--- src/rtl/hex_mem_viewer_if.sv ---
// Read-port bundle between the hex viewer and the system memory port.
interface hex_mem_viewer_if #(
   parameter int unsigned ADDR_W = 16,
   parameter int unsigned DATA_W = 32
);
   logic              mem_ren;
   logic [ADDR_W-1:0] mem_addr;
   logic              mem_ready;
   logic [DATA_W-1:0] mem_load;

   // Viewer side issues requests
   modport master (output mem_ren, output mem_addr, input mem_ready, input mem_load);
   // Memory side answers them
   modport slave  (input mem_ren, input mem_addr, output mem_ready, output mem_load);
endinterface

--- src/rtl/hex_mem_viewer.sv ---
// Board-side memory inspector: while the CPU is halted, fetch one word over a
// ready/enable handshake and show it on DIGITS active-low seven-segment digits.
// Debounced keys reload the address from the switches or step it by STRIDE.
// Optional build macro HEX_LZ_BLANK_EN: leading-zero blanking, and an "E" on
// digit 0 (all others blank) while err is set.
module hex_mem_viewer #(
   parameter int unsigned DIGITS          = 8,
   parameter int unsigned ADDR_W          = 16,
   parameter int unsigned STRIDE          = 4,
   parameter int unsigned DEBOUNCE_CYCLES = 500000,
   parameter int unsigned TIMEOUT_CYCLES  = 1024
) (
   input  logic                  CLK,
   input  logic                  RST,
   input  logic                  halt_i,
   input  logic [ADDR_W-1:0]     sw_addr,
   input  logic                  key_load_n,
   input  logic                  key_next_n,
   hex_mem_viewer_if.master      mem,
   output logic [7*DIGITS-1:0]   hex_seg,
   output logic                  busy,
   output logic                  err
);
   localparam int unsigned DATA_W = 4 * DIGITS;
   localparam int unsigned DB_W   = $clog2(DEBOUNCE_CYCLES + 1);
   localparam int unsigned TO_W   = $clog2(TIMEOUT_CYCLES + 1);

   typedef enum logic [1:0] {IDLE, FETCH, SHOW} state_t;

   state_t            state_q, state_d;
   logic [ADDR_W-1:0] addr_q, addr_d;
   logic [DATA_W-1:0] disp_q, disp_d;
   logic              err_d;
   logic [TO_W-1:0]   to_cnt_q, to_cnt_d;
   logic              ren_q;

   // Index 0 = load key, index 1 = next key
   logic [1:0]        key_raw;
   logic [1:0]        sync1_q, sync2_q, db_q, press_q;
   logic [DB_W-1:0]   db_cnt_q [2];
   logic              load_p, next_p;

   assign key_raw = {key_next_n, key_load_n};
   assign load_p  = press_q[0];
   assign next_p  = press_q[1];

   // Synchronize, debounce and edge-detect both keys; pulse only on press
   always_ff @(posedge CLK or posedge RST) begin
      if (RST) begin
         sync1_q <= '1;
         sync2_q <= '1;
         db_q    <= '1;
         press_q <= '0;
         for (int i = 0; i < 2; i++) db_cnt_q[i] <= '0;
      end else begin
         sync1_q <= key_raw;
         sync2_q <= sync1_q;
         press_q <= '0;
         for (int i = 0; i < 2; i++) begin
            if (sync2_q[i] == db_q[i]) begin
               db_cnt_q[i] <= '0;
            end else if (db_cnt_q[i] == DB_W'(DEBOUNCE_CYCLES - 1)) begin
               db_q[i]     <= sync2_q[i];
               db_cnt_q[i] <= '0;
               press_q[i]  <= ~sync2_q[i];
            end else begin
               db_cnt_q[i] <= db_cnt_q[i] + DB_W'(1);
            end
         end
      end
   end

   // Next-state logic: fetch on halt, refetch on key pulses, time out stalled reads
   always_comb begin
      state_d  = state_q;
      addr_d   = addr_q;
      disp_d   = disp_q;
      err_d    = err;
      to_cnt_d = '0;
      unique case (state_q)
         IDLE: begin
            if (halt_i) state_d = FETCH;
         end
         FETCH: begin
            to_cnt_d = to_cnt_q + TO_W'(1);
            if (mem.mem_ready) begin
               disp_d  = mem.mem_load;
               err_d   = 1'b0;
               state_d = halt_i ? SHOW : IDLE;
            end else if (to_cnt_q == TO_W'(TIMEOUT_CYCLES - 1)) begin
               err_d   = 1'b1;
               state_d = halt_i ? SHOW : IDLE;
            end
         end
         SHOW: begin
            if (!halt_i) begin
               state_d = IDLE;
            end else if (load_p) begin
               addr_d  = sw_addr;
               state_d = FETCH;
            end else if (next_p) begin
               addr_d  = addr_q + ADDR_W'(STRIDE);
               state_d = FETCH;
            end
         end
         default: state_d = IDLE;
      endcase
   end

   // State, datapath and registered handshake outputs
   always_ff @(posedge CLK or posedge RST) begin
      if (RST) begin
         state_q  <= IDLE;
         addr_q   <= '0;
         disp_q   <= '0;
         err      <= 1'b0;
         to_cnt_q <= '0;
         ren_q    <= 1'b0;
         busy     <= 1'b0;
      end else begin
         state_q  <= state_d;
         addr_q   <= addr_d;
         disp_q   <= disp_d;
         err      <= err_d;
         to_cnt_q <= to_cnt_d;
         ren_q    <= (state_d == FETCH);
         busy     <= (state_d == FETCH);
      end
   end

   assign mem.mem_ren  = ren_q;
   assign mem.mem_addr = addr_q;

   function automatic logic [6:0] seg7(input logic [3:0] n);
      case (n)
         4'h0: seg7 = 7'b1000000;
         4'h1: seg7 = 7'b1111001;
         4'h2: seg7 = 7'b0100100;
         4'h3: seg7 = 7'b0110000;
         4'h4: seg7 = 7'b0011001;
         4'h5: seg7 = 7'b0010010;
         4'h6: seg7 = 7'b0000010;
         4'h7: seg7 = 7'b1111000;
         4'h8: seg7 = 7'b0000000;
         4'h9: seg7 = 7'b0010000;
         4'hA: seg7 = 7'b0001000;
         4'hB: seg7 = 7'b0000011;
         4'hC: seg7 = 7'b0100111;
         4'hD: seg7 = 7'b0100001;
         4'hE: seg7 = 7'b0000110;
         default: seg7 = 7'b0001110;
      endcase
   endfunction

`ifdef HEX_LZ_BLANK_EN
   logic lz_seen;

   // Decode digits, blanking zeros above the most significant nonzero nibble
   always_comb begin
      hex_seg = '1;
      lz_seen = 1'b0;
      for (int k = int'(DIGITS) - 1; k >= 0; k--) begin
         if (disp_q[4*k +: 4] != 4'h0) lz_seen = 1'b1;
         if (lz_seen || k == 0) hex_seg[7*k +: 7] = seg7(disp_q[4*k +: 4]);
      end
      if (err) begin
         hex_seg      = '1;
         hex_seg[6:0] = 7'b0000110;
      end
   end
`else
   // Decode every nibble of the held display word
   always_comb begin
      hex_seg = '1;
      for (int k = 0; k < int'(DIGITS); k++) hex_seg[7*k +: 7] = seg7(disp_q[4*k +: 4]);
   end
`endif

endmodule

--- src/flat_wrapper.sv ---
// flat-port wrapper written by rule: the top's interface ports become plain ports
module hex_mem_viewer_flat 
#(
   parameter int unsigned DIGITS          = 8,
   parameter int unsigned ADDR_W          = 16,
   parameter int unsigned STRIDE          = 4,
   parameter int unsigned DEBOUNCE_CYCLES = 500000,
   parameter int unsigned TIMEOUT_CYCLES  = 1024
)
  (CLK, RST, halt_i, sw_addr, key_load_n, key_next_n, hex_seg, busy, err, mem_mem_ren, mem_mem_addr, mem_mem_ready, mem_mem_load);
  hex_mem_viewer_if #(.ADDR_W(ADDR_W), .DATA_W((32))) mem_i ();
  input  logic CLK;
  input  logic RST;
  input  logic halt_i;
  input  logic [ADDR_W-1:0] sw_addr;
  input  logic key_load_n;
  input  logic key_next_n;
  output logic [7*DIGITS-1:0] hex_seg;
  output logic busy;
  output logic err;
  output wire logic [$bits(mem_i.mem_ren)-1:0] mem_mem_ren;
  output wire logic [$bits(mem_i.mem_addr)-1:0] mem_mem_addr;
  input wire logic [$bits(mem_i.mem_ready)-1:0] mem_mem_ready;
  input wire logic [$bits(mem_i.mem_load)-1:0] mem_mem_load;
  assign mem_mem_ren = mem_i.mem_ren;
  assign mem_mem_addr = mem_i.mem_addr;
  assign mem_i.mem_ready = mem_mem_ready;
  assign mem_i.mem_load = mem_mem_load;
  hex_mem_viewer #(.DIGITS(DIGITS), .ADDR_W(ADDR_W), .STRIDE(STRIDE), .DEBOUNCE_CYCLES(DEBOUNCE_CYCLES), .TIMEOUT_CYCLES(TIMEOUT_CYCLES)) u_core (.CLK(CLK), .RST(RST), .halt_i(halt_i), .sw_addr(sw_addr), .key_load_n(key_load_n), .key_next_n(key_next_n), .mem(mem_i), .hex_seg(hex_seg), .busy(busy), .err(err));
endmodule
--- config.mk ---
export PLATFORM = sky130hd
export DESIGN_NAME = hex_mem_viewer_flat
export DESIGN_NICKNAME = d
export VERILOG_FILES = /design/src/rtl/hex_mem_viewer_if.sv /design/src/rtl/hex_mem_viewer.sv /design/src/flat_wrapper.sv
export SDC_FILE = /design/constraint.sdc
export NUM_CORES = 1
export LEC_CHECK = 0
export CORE_MARGIN = 2
export CORE_UTILIZATION = 40
export CTS_BUF_LIST = sky130_fd_sc_hd__clkbuf_2 sky130_fd_sc_hd__clkbuf_4 sky130_fd_sc_hd__clkbuf_8
export DETAILED_ROUTE_END_ITERATION = 10
export PLACE_DENSITY_LB_ADDON = 0.12
export SETUP_SLACK_MARGIN = 0.15
export SYNTH_ARGS = -nofsm -noshare
export SYNTH_HDL_FRONTEND = slang
export SYNTH_SLANG_ARGS = --single-unit
--- constraint.sdc ---
create_clock -name CLK -period 8.8 [get_ports CLK]
set_input_delay 0.88 -clock CLK [delete_from_list [all_inputs] [get_ports CLK]]
set_output_delay 0.88 -clock CLK [all_outputs]
set_load 0.05 [all_outputs]
Yosys cells after proc, flatten, opt, wreduce, memory -nomap -nowiden
Memories as Yosys holds them, arrays and structs flattened.
Index checks and enable logic that the tools add are counted.
Cells by class
  add/sub/neg operators: 4
  $mul: 0
  div/mod/pow operators: 0
  magnitude comparators: 0
  equal/unequal tests: 8
  shift-type cells: 0
  muxes and demuxes: 21
  bitwise gates (word level): 4
  reductions and logical operators: 8
Operators by type and width (number)
  $mux W19: 4
  $add A19 B1 Y19 const B: 2
  $eq A19 B19 Y1 const B: 2
  $mux W16: 2
  $add A16 B3 Y16 const B: 1
  $mux W2: 7
  $add A11 B1 Y11 const B: 1
  $eq A11 B10 Y1 const B: 1
  $mux W11: 1
  $reduce_and A2 Y1: 4
  $mux W1: 6
  $pmux W2 S3: 1
  $eq A2 B1 Y1 const B: 2
  $not A1 Y1: 4
  $reduce_bool A2 Y1: 2
  $reduce_and A3 Y1: 1
  $eq A1 B1 Y1: 2
  $eq A2 B2 Y1 const B: 1
  $logic_not A2 Y1: 1
Storage, ports and cells
  flip-flop bits (word level): 109
  bits in latches: 0
  memory bits (writable): 0
  memory bits (read-only): 896
  bits of input ports: 54
  output and inout port bits: 75
  word-level logic and storage cells: 66
  memories kept: 8
Memories
  (name not given): depth 16, bits a word 7, rd ports 1, clocked after memory_dff 0, write ports 0, RTL line hex_mem_viewer.sv:135  | case (n)
  (name not given): depth 16, bits a word 7, rd ports 1, clocked after memory_dff 0, write ports 0, RTL line hex_mem_viewer.sv:135
  (name not given): depth 16, bits a word 7, rd ports 1, clocked after memory_dff 0, write ports 0, RTL line hex_mem_viewer.sv:135
  (name not given): depth 16, bits a word 7, rd ports 1, clocked after memory_dff 0, write ports 0, RTL line hex_mem_viewer.sv:135
  (name not given): depth 16, bits a word 7, rd ports 1, clocked after memory_dff 0, write ports 0, RTL line hex_mem_viewer.sv:135
  (name not given): depth 16, bits a word 7, rd ports 1, clocked after memory_dff 0, write ports 0, RTL line hex_mem_viewer.sv:135
  2 more memories

Longest topological paths before layout
Gate-level depths: netlist of run 1.
  depth in word-level cells: 5
  depth in mapped cells: 6
  mapped depth without buffers: 5

Worst setup path after synthesis of run 1
No wires, ideal clock.
  path type: register to output
  from: register u_core.disp_q[5]
  to: output port hex_seg[11]
  arrival: 1907 ps
  required time: 7920 ps
  path slack: 6013 ps
  cell stages (with the launch flop): 5
  buffers on the path: 0
  cells stage by stage: dfrtp_1 > inv_1 > ha_1 > mux2i_1 > o21ai_0
Between the ends
  longest elaborated chain between the ends: 1
Ends and longest elaborated chain
  start, declared: RTL line hex_mem_viewer.sv:32  | logic [DATA_W-1:0] disp_q, disp_d;
  start signal, assigned: RTL line hex_mem_viewer.sv:123  | disp_q <= disp_d;
  $mem_v2 Z16 W7
  end, declared: RTL line flat_wrapper.sv:18  | output logic [7*DIGITS-1:0] hex_seg;
Every way passes these cells.

Worst setup path after layout of run 1
  from: register u_core.disp_q[0]
  to: output port hex_seg[3]
Same word-level chain as after synthesis.

==> results of run 1 <==
==> layer usage <==
metal	wire length (um)	vias to the layer above
met4	228	0
met3	696	15
li1	-	2681
met5	0	-
met1	6740	2608
met2	7221	110
==> layout make-up <==
type | instances | area share [%]
multi-input cells | 518 | 45.60
clock inverters | 7 | 0.7796
clock buffers | 9 | 1.456
flip-flops and latches | 109 | 32.16
inverters | 34 | 1.530
repair buffers | 130 | 15.24
well taps | 220 | 3.236
==> kinds of logic (layout without fill, tap and decap cells) <==
| kind of cell | Yosys count | count (layout) | share of synthesized area [%] |
|---|---|---|---|
| DFF | 109 | 109 | 39.82 |
| buffers and inverters | 66 | 180 | 3.716 |
| xor gates and xnor gates | 36 | 36 | 4.590 |
| AOI/OAI and AO/OA | 98 | 98 | 8.816 |
| adders and majority gates | 52 | 52 | 9.472 |
| and+or+nand+nor | 251 | 251 | 18.21 |
| muxes | 81 | 81 | 15.37 |
==> stage by stage <==
stage	total power (W)	setup WS, ns	instance area [um2]	util (%)
2_1_floorplan	0.002215	5.056	6869	-
3_3_place_gp	0.002759	5.888	8315	49.79
3_5_place_dp	0.002796	5.831	8315	49.79
4_1_cts	0.003102	5.370	8506	50.93
5_1_grt	0.003254	5.272	8506	50.93
6_report	0.003072	5.407	8506	50.93
==> power breakdown <==
group | total, W | switching (W) | internal (W)
Sequential | 0.000791 | 0.000208 | 0.000583
Clock | 0.000300 | 0.000190 | 0.000109
Combinational | 0.00198 | 0.00121 | 0.000773
==> worst paths after layout <==
kind / end / from / cells past startpoint / slack (ns)
max: hex_seg[3] / u_core.disp_q[0]$_DFFE_PP0P_ / 5 / 5.41
min: u_core.sync2_q[0]$_DFF_PP1_ / u_core.sync1_q[0]$_DFF_PP1_ / 0 / 0.36
max reg2reg: u_core.db_cnt_q[12]$_DFF_PP0_ / u_core.db_cnt_q[11]$_DFF_PP0_ / 4 / 6.77
min reg2reg: u_core.sync2_q[0]$_DFF_PP1_ / u_core.sync1_q[0]$_DFF_PP1_ / 0 / 0.36
max in group asynchronous: u_core.disp_q[18]$_DFFE_PP0P_ / RST / 3 / 6.68
min in group asynchronous: u_core.db_cnt_q[11]$_DFF_PP0_ / RST / 2 / 0.83
==> synthesized netlist by cell type, types with 3 or more instances <==
library cell	instances
mux4_2	16
dfstp_2	6
a32o_1	8
mux2_2	36
nand4_1	21
dfrtp_1	103
buf_1	11
nor3_1	12
inv_1	33
o31ai_1	4
nand3_1	20
nor3b_1	3
nand2_1	49
clkbuf_1	17
ha_1	52
o22ai_1	9
nand2b_1	3
xnor2_1	14
nor4_1	12
o21ai_0	25
buf_2	3
and3_1	8
or3_1	7
xor2_1	22
a21oi_1	35
nor2_1	92
and4_1	7
mux2i_1	29
==> worst register-to-register path, stage by stage, from the launching register on <==
cell	delay, ns
dfrtp_1	0.45
nor4_1	0.47
nand4_1	0.21
o21ai_2	0.65
nor2_1	0.12
==> sequential cells by signal, indices dropped and copies added (netlist names) <==
register             count
u_core.press_q           2
u_core.to_cnt_q         11
u_core.mem.mem_addr     16
u_core.sync1_q           2
u_core.err               1
u_core.db_cnt_q         38
u_core.db_q              2
u_core.sync2_q           2
u_core.busy              1
u_core.disp_q           32
u_core.state_q           2
==> summary.txt, run 1 <==
Timing
  – Final min period: 3.393 ns
  – Setup TNS Final: 0 ns
  – Fmax: 294.8 MHz
  – Fin. max-slew vios: 0
  – Fin. Hold Viols: 0
  – Worst-Margin Slew: 0.9510 ns
  – Final worst clock skew: ~0.008 ns
  – Final period util: roughly two fifths
  – RSZ-0062 raised after global routing: no
  – Final setup fails: 0
  – Worst slew margin: 36.60%
  – Hold Slack: 0.3642 ns

Run status
  – Status: finished, final reports clean

Cells and area
  – Most frequent cells in the layout: 128 x clkdlybuf4s50_1, 103 x dfrtp_1, 92 x nor2_1
  – FF+latch area: about 2700 um2
  – Layout Cells excl Fill: between 1k and 1.5k
  – Commonest non-fill, non-tap cell in the layout: clkdlybuf4s50_1
  – Multi-input gate area: 3879 um2
  – Layout cells sized above 1: 10.53%
  – Layout area overhead: 23.83%
  – Inserted Diodes: 0
  – Final nets: 908
  – Filler cells: roughly 1.5k

Clocking
  – H-tree depth: 3
  – CTS sink cnt: 109
  – Postcts setup bufs: 0
  – Hold_buf cts: 0
  – Post-cts resize count: 0
  – CTS tree: done
  – Clk_lat worst skew: 0.39 ns
  – Root buffer cell: clkbuf_8
  – Worst-path clk slew: 0.11 ns
  – TritonCTS Buffers: 9
  – Clk buf depth: 2

Worst setup path
  – Worst-path maximum fanout: 7
  – Most common cell on crit path: inv_1
  – Delay-heaviest family, CP: buffers and inverters
  – Crit-path cells: inv_1 -> ha_1 -> inv_1 -> mux4_2 -> clkdlybuf4s50_1
  – Critical path class: register to primary output
  – Crit path DAT: 2.51 ns
  – CP endpoint kind: primary output
  – WP buf/inv: 3
  – Critical path required time: between 7 and 8 ns
  – Worst path max stage delay: 0.72 ns
  – Slowest CP cell: clkdlybuf4s50_1
  – Critical path launch point type: register

Yosys
  – Post-Syn Instances: 693
  – EDFF count, synth: 0
  – Syn_area_per_cell: between 9 and 10 um2
  – Synth top area cells: dfrtp_1 38%, ha_1 9.5%, mux2_2 5.9%, mux4_2 5.2%, nor2_1 5.0%
  – Post-Syn Area: 6869 um2
  – Seq cells post-synth: between 100 and 150
  – Ys async rst share: 100.0%
  – Synth cell types: 54
  – Synthesized Nets: about 800
  – Synth Warn #: 0
  – Sequential share of the synthesized area: 39.82%
  – Synth Flop Type: dfrtp_1
  – Top-area cell type share of the netlist area: 37.52%
  – Area leader, netlist: dfrtp_1

Die
  – Row count: 47
  – Die Height: between 100 and 150 um
  – Core area: 16700 um2
  – Die area: 18240 um2
  – I/O pin count: about 130
  – Initial Utilization: between 40% and 50%
  – Die width: 135.0 um

Detailed routing
  – Final wirelength: 14890 um
  – Via Count: between 5k and 6k
  – Routed len/inst: 14.49 um
  – Iteration-0 DRC Markers: 266
  – DR pass1 iterations: 5
  – DR vias/cell: between 5 and 6
  – Post-DRT Antenna Nets: 0
  – DRC Markers: 0

Global route
  – First-pass GRT wire length: 24930 um
  – Overflow after GRT: 0
  – GRT Overall Usage: 16.75%
  – Largest net degree at the start of global routing: 77
  – Routing usage on met3: around 4.3%
  – Initial antenna violation count: 0
  – Number of global-route vias before repair: slightly above 5k
  – Met2 Usage GRT: between 20 and 30%
  – Gr busiest metal: met2
  – Met1 usage in global routing: approximately 22%

Power and ir drop
  – Leak: between 3 and 4 nW
  – Max VDD drop: 0.3491 mV
  – P per Cell Area: 361.1 nW/um2

Place
  – Port Buffers: around 130
  – DP HPWL: 10980 um
  – Placer Congestion: 0.8350
  – Dpl cells: 1011

Hold path
  – Hold Path Class: register to register

Flow run
  – Number of max-cap violations: 0
Note: power is estimated with default switching activity, not from simulation.
==> run 2, diff against run 1 <==
==> constraint.sdc (replaced) <==
create_clock -name CLK -period 2.85 [get_ports CLK]
set_input_delay 0.285 -clock CLK [delete_from_list [all_inputs] [get_ports CLK]]
set_output_delay 0.285 -clock CLK [all_outputs]
set_load 0.05 [all_outputs]
==> run 2 against run 1 <==
Net effect:
- combinational power grew to 3.0 times the previous value
- global-route usage is 0.43 points higher
- highest routed layer unchanged
- largest power group unchanged
- cell count about the same
- non-clock buffer count up 1
- sequential power rose to 3.1 times the previous value
- clock power grew to 3.0 times the previous value
- register-to-register slack got worse by 5.9 ns
- setup slack got worse by 5.1 ns
- core utilization up 0.25 points
- wire length up 2.8%
==> summary.txt, run 2 (synthesis gave the netlist of run 1 again) <==
Worst setup path
  – Worst reg2reg path startpoint: u_core.press_q[0]$_DFF_PP0_
  – Critical path class: register to primary output
  – Worst-path maximum fanout: 7 (unchanged)
  – Critical path launch point type: register
  – CP Launch Point: u_core.disp_q[8]$_DFFE_PP0P_
  – CP endpoint kind: primary output
  – Critical path required time: 2.57 ns (-5.35 ns)
  – Crit path DAT: 2.25 ns (-0.26 ns)

Detailed routing
  – Via Count: 5429 (+0.28%)
  – Iteration-0 DRC Markers: 341 (+28%)
  – Routed len/inst: 14.88 um (+2.7%)
  – Post-DRT Antenna Nets: 0 (unchanged)
  – DRC Markers: 0 (unchanged)
  – Final wirelength: 15300 um (+2.8%)
  – DR vias/cell: 5.281 (+0.18%)
  – DR pass1 iterations: 4 (-1)

Timing
  – Fin. Hold Viols: 0 (unchanged)
  – Worst-Margin Slew: 0.7358 ns (-0.2151 ns)
  – Hold Slack: 0.2920 ns (-0.07220 ns)
  – Final min period: approximately 2.5 ns
  – Worst slew margin: 50.94% (+14 points)
  – Final period util: between 80% and 90%
  – Final worst clock skew: 0.01303 ns (+0.004886 ns)
  – Final setup fails: 0 (unchanged)
  – RSZ-0062 raised after global routing: no
  – Fmax: between 300 and 400 MHz
  – Setup TNS Final: 0 ns (unchanged)
  – Fin. max-slew vios: 0 (unchanged)

Place
  – Placer Congestion: 0.8470 (+1.4%)
  – Port Buffers: 128 (unchanged)
  – Dpl cells: 1012 (+0.099%)
  – DP HPWL: 11320 um (+3.1%)
  – Dpl cell area: 8349 um2 (+0.41%)

Clocking
  – Hold_buf cts: 0 (unchanged)
  – TritonCTS Buffers: 9 (unchanged)
  – CTS sink cnt: 109 (unchanged)
  – Worst-path clk slew: 0.11 ns (about the same)
  – Post-cts resize count: 25 (+25)
  – H-tree depth: 3 (unchanged)
  – CTS tree: done
  – Root buffer cell: clkbuf_8
  – Clk_lat worst skew: 0.39 ns (about the same)
  – Clk buf depth: 2 (unchanged)
  – Postcts setup bufs: 0 (unchanged)

Power and ir drop
  – Max VDD drop: 0.9018 mV (+160%)
  – Register share of total power: 26.6% (+0.9 points)
  – Power share of the clock group: 9.8% (about the same)
  – Switching fraction of total power: 53.66% (+1.4 points)
  – Leak: 3.859 nW (+7.0%)
  – P per Cell Area: 1081 nW/um2 (+200%)
  – Part of the power in combinational logic: 63.6% (-0.9 points)
  – Int Pwr: 0.004282 W (+190%)
  – Psw: 0.004960 W (+210%)

Cells and area
  – Final nets: 909 (+0.11%)
  – Layout Cells excl Fill: 1028 (+0.097%)
  – Biggest register: u_core.db_cnt_q
  – Max reg flops: 38 (unchanged)
  – Layout area overhead: 24.44%
  – Most frequent cells in the layout: 103 x dfrtp_1, 92 x nor2_1, 87 x clkdlybuf4s50_1
  – Final Cell Area: 8548 um2 (+0.50%)
  – Inserted Diodes: 0 (unchanged)
  – Filler cells: 1559 (+1.4%)
  – Commonest non-fill, non-tap cell in the layout: dfrtp_1
  – Layout cells sized above 1: 10.64% (+0.11 points)

Global route
  – Overflow after GRT: 0 (unchanged)
  – Initial antenna violation count: 0 (unchanged)
  – Number of global-route vias before repair: 5335 (+3.3%)
  – GRT Overall Usage: 17.18% (+0.43 points)
  – First-pass GRT wire length: 25660 um (+2.9%)
  – Largest net degree at the start of global routing: 43 (-44%)

Hold path
  – Hold Path Class: input pin to register
  – HP Start: key_load_n

Run status
  – Status: finished, final reports clean

Die
  – Die width: 135.0 um (unchanged)
  – Initial Utilization: 41.13% (unchanged)
  – Row count: 47 (unchanged)
  – I/O pin count: 129 (unchanged)
  – Die Height: 135.0 um (unchanged)
  – Core area: 16700 um2 (unchanged)
  – Die area: 18240 um2 (unchanged)

Flow run
  – Number of max-cap violations: 0 (unchanged)
run 2: worst max-delay path, cell delays in order (launching register included):
cell           delay [ns]
dfrtp_1              0.48
inv_1                0.14
ha_1                 0.30
inv_1                0.05
mux4_2               0.47
dlygate4sd2_1        0.44
run 2: layer usage:
| metal | vias to the layer above | wire [um] | track usage, % |
|---|---|---|---|
| li1 | 2685 | - | - |
| met1 | 2613 | 6908 | 22.79 |
| met2 | 113 | 7516 | 28.45 |
| met3 | 18 | 654 | 3.228 |
| met4 | 0 | 218 | 5.613 |
| met5 | - | 0 | 0 |
run 2: power groups by stage:
stage	registers [W]	clock network, W	logic (W)
detailed placement	0.00249	0	0.00620
global route	0.00256	0.00101	0.00624
floorplan	0.00214	0	0.00470
global placement	0.00245	0	0.00610
CTS	0.00246	0.000964	0.00595
finish	0.00246	0.000907	0.00588
run 2: layout make-up:
cell class              count  area, um2  area share [%]
multi-input cells         518       3879           45.37
flip-flops and latches    109       2735           32.00
repair buffers            131       1338           15.65
well taps                 220      275.3           3.220
clock buffers              10      137.6           1.610
inverters                  34      131.4           1.537
clock inverters             6      52.55          0.6148
run 2: final timing paths:
kind | depth (start not counted) | to | slack [ns]
setup / recovery | 5 | hex_seg[17] | 0.31
hold / removal | 1 | u_core.sync1_q[0]$_DFF_PP1_ | 0.29
setup reg to reg | 4 | u_core.mem.mem_addr[14]$_DFFE_PP0P_ | 0.82
hold reg to reg | 0 | u_core.sync2_q[1]$_DFF_PP1_ | 0.36
max in group asynchronous | 3 | u_core.db_q[0]$_DFFE_PP1P_ | 1.85
min in group asynchronous | 2 | u_core.disp_q[24]$_DFFE_PP0P_ | 0.33
run 2: stage by stage:
stage	util, %	power (W)	setup slack (ns)
floorplan	-	0.006840	0.6578
global placement	49.99	0.008548	0.5337
detailed placement	49.99	0.008684	0.4452
CTS	50.94	0.009375	0.1603
global route	51.18	0.009815	0.1739
finish	51.18	0.009242	0.3110
==> run 3, diff against run 2 <==
--- a/config.mk
+++ b/config.mk
@@ -11,6 +11,8 @@
 export DETAILED_ROUTE_END_ITERATION = 10
 export PLACE_DENSITY_LB_ADDON = 0.12
 export SETUP_SLACK_MARGIN = 0.15
+export SKIP_LAST_GASP = 1
+export SLEW_MARGIN = 20
 export SYNTH_ARGS = -nofsm -noshare
 export SYNTH_HDL_FRONTEND = slang
 export SYNTH_SLANG_ARGS = --single-unit
==> constraint.sdc (replaced) <==
create_clock -name CLK -period 2.9 [get_ports CLK]
set_input_delay 0.29 -clock CLK [delete_from_list [all_inputs] [get_ports CLK]]
set_output_delay 0.29 -clock CLK [all_outputs]
set_load 0.05 [all_outputs]
==> run 3 against run 2 <==
Net effect:
- critical path depth up 1
- combinational power about the same
- sequential power shrank 2%
- core utilization up 0.22 points
- cell count stayed put
- count of clock-buffer cells in the layout did not move
- critical endpoint is now hex_seg[47]
- highest routed layer unchanged
==> summary.txt, run 3 (synthesis gave the netlist of run 1 again) <==
Run status
  – Status: finished, final reports clean

Worst setup path
  – RR Endpoint: u_core.mem.mem_addr[14]$_DFFE_PP0P_
  – CP Launch Point: u_core.disp_q[24]$_DFFE_PP0P_
  – Worst r2r path cells: 4 (unchanged)
  – Critical path required time: 2.61 ns (+0.04 ns)
  – Worst path max stage delay: 0.83 ns (+0.35 ns)
  – Critical path launch point type: register
  – Crit path DAT: 2.31 ns (+0.06 ns)
  – Slowest CP cell: clkdlybuf4s50_1
  – Critical path class: register to primary output
  – Most common cell on crit path: nor2_1
  – CP endpoint: hex_seg[47]
  – CP endpoint kind: primary output
  – Worst reg2reg path startpoint: u_core.press_q[0]$_DFF_PP0_
  – FF-to-FF setup slack: 0.84 ns (+0.02 ns)
  – Crit-path cells: inv_1 -> ha_1 -> nor2_1 -> nor2_1 -> a21oi_1 -> clkdlybuf4s50_1
  – Worst-path maximum fanout: 7 (unchanged)

Clocking
  – TritonCTS Buffers: 9 (unchanged)
  – Clk_lat worst skew: 0.40 ns (about the same)
  – Clk buf depth: 2 (unchanged)
  – CTS sink cnt: 109 (unchanged)
  – Postcts setup bufs: 0 (unchanged)
  – CTS tree: done
  – Root buffer cell: clkbuf_8
  – H-tree depth: 3 (unchanged)
  – Worst-path clk slew: 0.11 ns (about the same)

Cells and area
  – Most frequent cells in the layout: 103 x dfrtp_1, 93 x clkdlybuf4s50_1, 92 x nor2_1
  – Layout cells sized above 1: 10.64% (unchanged)
  – FF+latch area: 2735 um2 (unchanged)
  – Biggest register: u_core.db_cnt_q
  – Inserted Diodes: 0 (unchanged)
  – Layout Cells excl Fill: 1028 (unchanged)
  – Multi-input gate area: 3879 um2 (unchanged)
  – Final nets: 909 (unchanged)
  – Max reg flops: 38 (unchanged)
  – Filler cells: 1556 (-0.19%)
  – Commonest non-fill, non-tap cell in the layout: dfrtp_1
  – Layout area overhead: 24.97%

Timing
  – Setup TNS Final: 0 ns (unchanged)
  – Worst slew margin: 50.10% (-0.84 points)
  – Fin. max-slew vios: 0 (unchanged)
  – Worst-Margin Slew: 0.7485 ns (+0.01263 ns)
  – RSZ-0062 raised after global routing: no
  – Final period util: between 80% and 90%
  – Final min period: 2.603 ns
  – Final worst clock skew: 0.01153 ns (-0.001508 ns)
  – Fin. Hold Viols: 0 (unchanged)
  – Final setup fails: 0 (unchanged)
  – Fmax: 384.2 MHz

Detailed routing
  – DR pass1 iterations: 4 (unchanged)
  – Iteration-0 DRC Markers: 283 (-17%)
  – Post-DRT Antenna Nets: 0 (unchanged)
  – DR vias/cell: 5.285 (about the same)
  – Routed len/inst: 14.94 um (+0.37%)
  – DRC Markers: 0 (unchanged)
  – Via Count: 5433 (+0.074%)
  – Final wirelength: 15360 um (+0.37%)

Power and ir drop
  – Psw: 0.004886 W (-1.5%)
  – Max VDD drop: 0.8001 mV (-11%)
  – P per Cell Area: 1072 nW/um2 (-0.81%)
  – Register share of total power: 26.2% (-0.4 points)
  – Part of the power in combinational logic: 63.9% (+0.3 points)
  – Switching fraction of total power: 53.07% (-0.60 points)
  – Power share of the clock group: 9.9% (about the same)
  – Leak: 3.934 nW (+1.9%)
  – Int Pwr: 0.004321 W (+0.89%)

Global route
  – Initial antenna violation count: 0 (unchanged)
  – Overflow after GRT: 0 (unchanged)
  – Largest net degree at the start of global routing: 43 (unchanged)
  – Gr busiest metal: met2
  – GRT Overall Usage: 17.17% (about the same)
  – First-pass GRT wire length: 25670 um (about the same)
  – Met1 usage in global routing: 23.19% (+0.40 points)
  – Routing usage on met3: 3.829% (+0.60 points)
  – Met2 Usage GRT: 27.75% (-0.71 points)
  – Number of global-route vias before repair: 5283 (-0.97%)

Die
  – Die area: 18240 um2 (unchanged)
  – Core area: 16700 um2 (unchanged)
  – Die Height: 135.0 um (unchanged)
  – I/O pin count: 129 (unchanged)
  – Die width: 135.0 um (unchanged)
  – Row count: 47 (unchanged)
  – Initial Utilization: 41.13% (unchanged)

Place
  – DP HPWL: 11290 um (-0.24%)
  – Placer Congestion: 0.8470 (unchanged)
  – Dpl cells: 1012 (unchanged)
  – Port Buffers: 128 (unchanged)

Hold path
  – Hold Path Class: input pin to register

Flow run
  – Number of max-cap violations: 0 (unchanged)
run 3: worst min-delay path by stage:
stage                                             end                         from  cells after the start  slack [ns]
final                     u_core.sync1_q[1]$_DFF_PP1_                   key_next_n                      1        0.29
after global routing      u_core.sync1_q[1]$_DFF_PP1_                   key_next_n                      1        0.25
after CTS                 u_core.sync1_q[1]$_DFF_PP1_                   key_next_n                      1        0.26
after detailed placement  u_core.sync2_q[1]$_DFF_PP1_  u_core.sync1_q[1]$_DFF_PP1_                      0        0.35
after global placement    u_core.sync2_q[0]$_DFF_PP1_  u_core.sync1_q[0]$_DFF_PP1_                      0        0.35
after floorplan           u_core.sync1_q[0]$_DFF_PP1_                   key_load_n                      0        0.29
run 3: layout make-up:
type	count	area share (%)
Multi-Input combinational cell	518	45.18
Inverter	34	1.530
Sequential cell	109	31.86
Clock buffer	10	1.603
Clock inverter	6	0.6413
Tap cell	220	3.207
Timing Repair Buffer	131	15.97
run 3: worst max-delay path, delay by kind of cell (launching register included):
| kind | cells | cell delay (ns) |
|---|---|---|
| adders and majority gates | 1 | 0.21 |
| DFF | 1 | 0.47 |
| and+or+nand+nor | 2 | 0.15 |
| AOI/OAI and AO/OA | 1 | 0.14 |
| buffers and inverters | 2 | 0.96 |
run 3: routing by layer:
layer | vias up | routed length (um)
met5 | - | 0
li1 | 2684 | -
met3 | 23 | 578
met1 | 2627 | 7043
met2 | 99 | 7455
met4 | 0 | 277
run 3: through the flow:
stage                     total power (W)  area (um2)  hold slack, ns  utilization [%]  setup WS [ns]
after CTS                        0.009341        8527          0.2637            51.06         0.1506
after detailed placement         0.008528        8349          0.3503            49.99         0.4995
after floorplan                  0.006722        6873          0.2945                -         0.7028
final                            0.009206        8584          0.2856            51.40         0.2974
after global routing             0.009765        8584          0.2524            51.40         0.1500
after global placement           0.008400        8349          0.3466            49.99         0.5787
run 3: what timing repair did:
| item | 4_1_cts | 5_1_grt |
|---|---|---|
| resized for setup | 12 | 23 |
| hold buffers | 0 | 0 |
| endpoints found under the setup margin | 12 | 23 |
run 3: power groups by stage:
| stage | Sequential (W) | Clock, W | Combinational [W] |
|---|---|---|---|
| 6_report | 0.00241 | 0.000909 | 0.00589 |
| 3_3_place_gp | 0.00240 | 0 | 0.00600 |
| 4_1_cts | 0.00241 | 0.000957 | 0.00597 |
| 3_5_place_dp | 0.00244 | 0 | 0.00608 |
| 2_1_floorplan | 0.00210 | 0 | 0.00462 |
| 5_1_grt | 0.00251 | 0.00102 | 0.00624 |
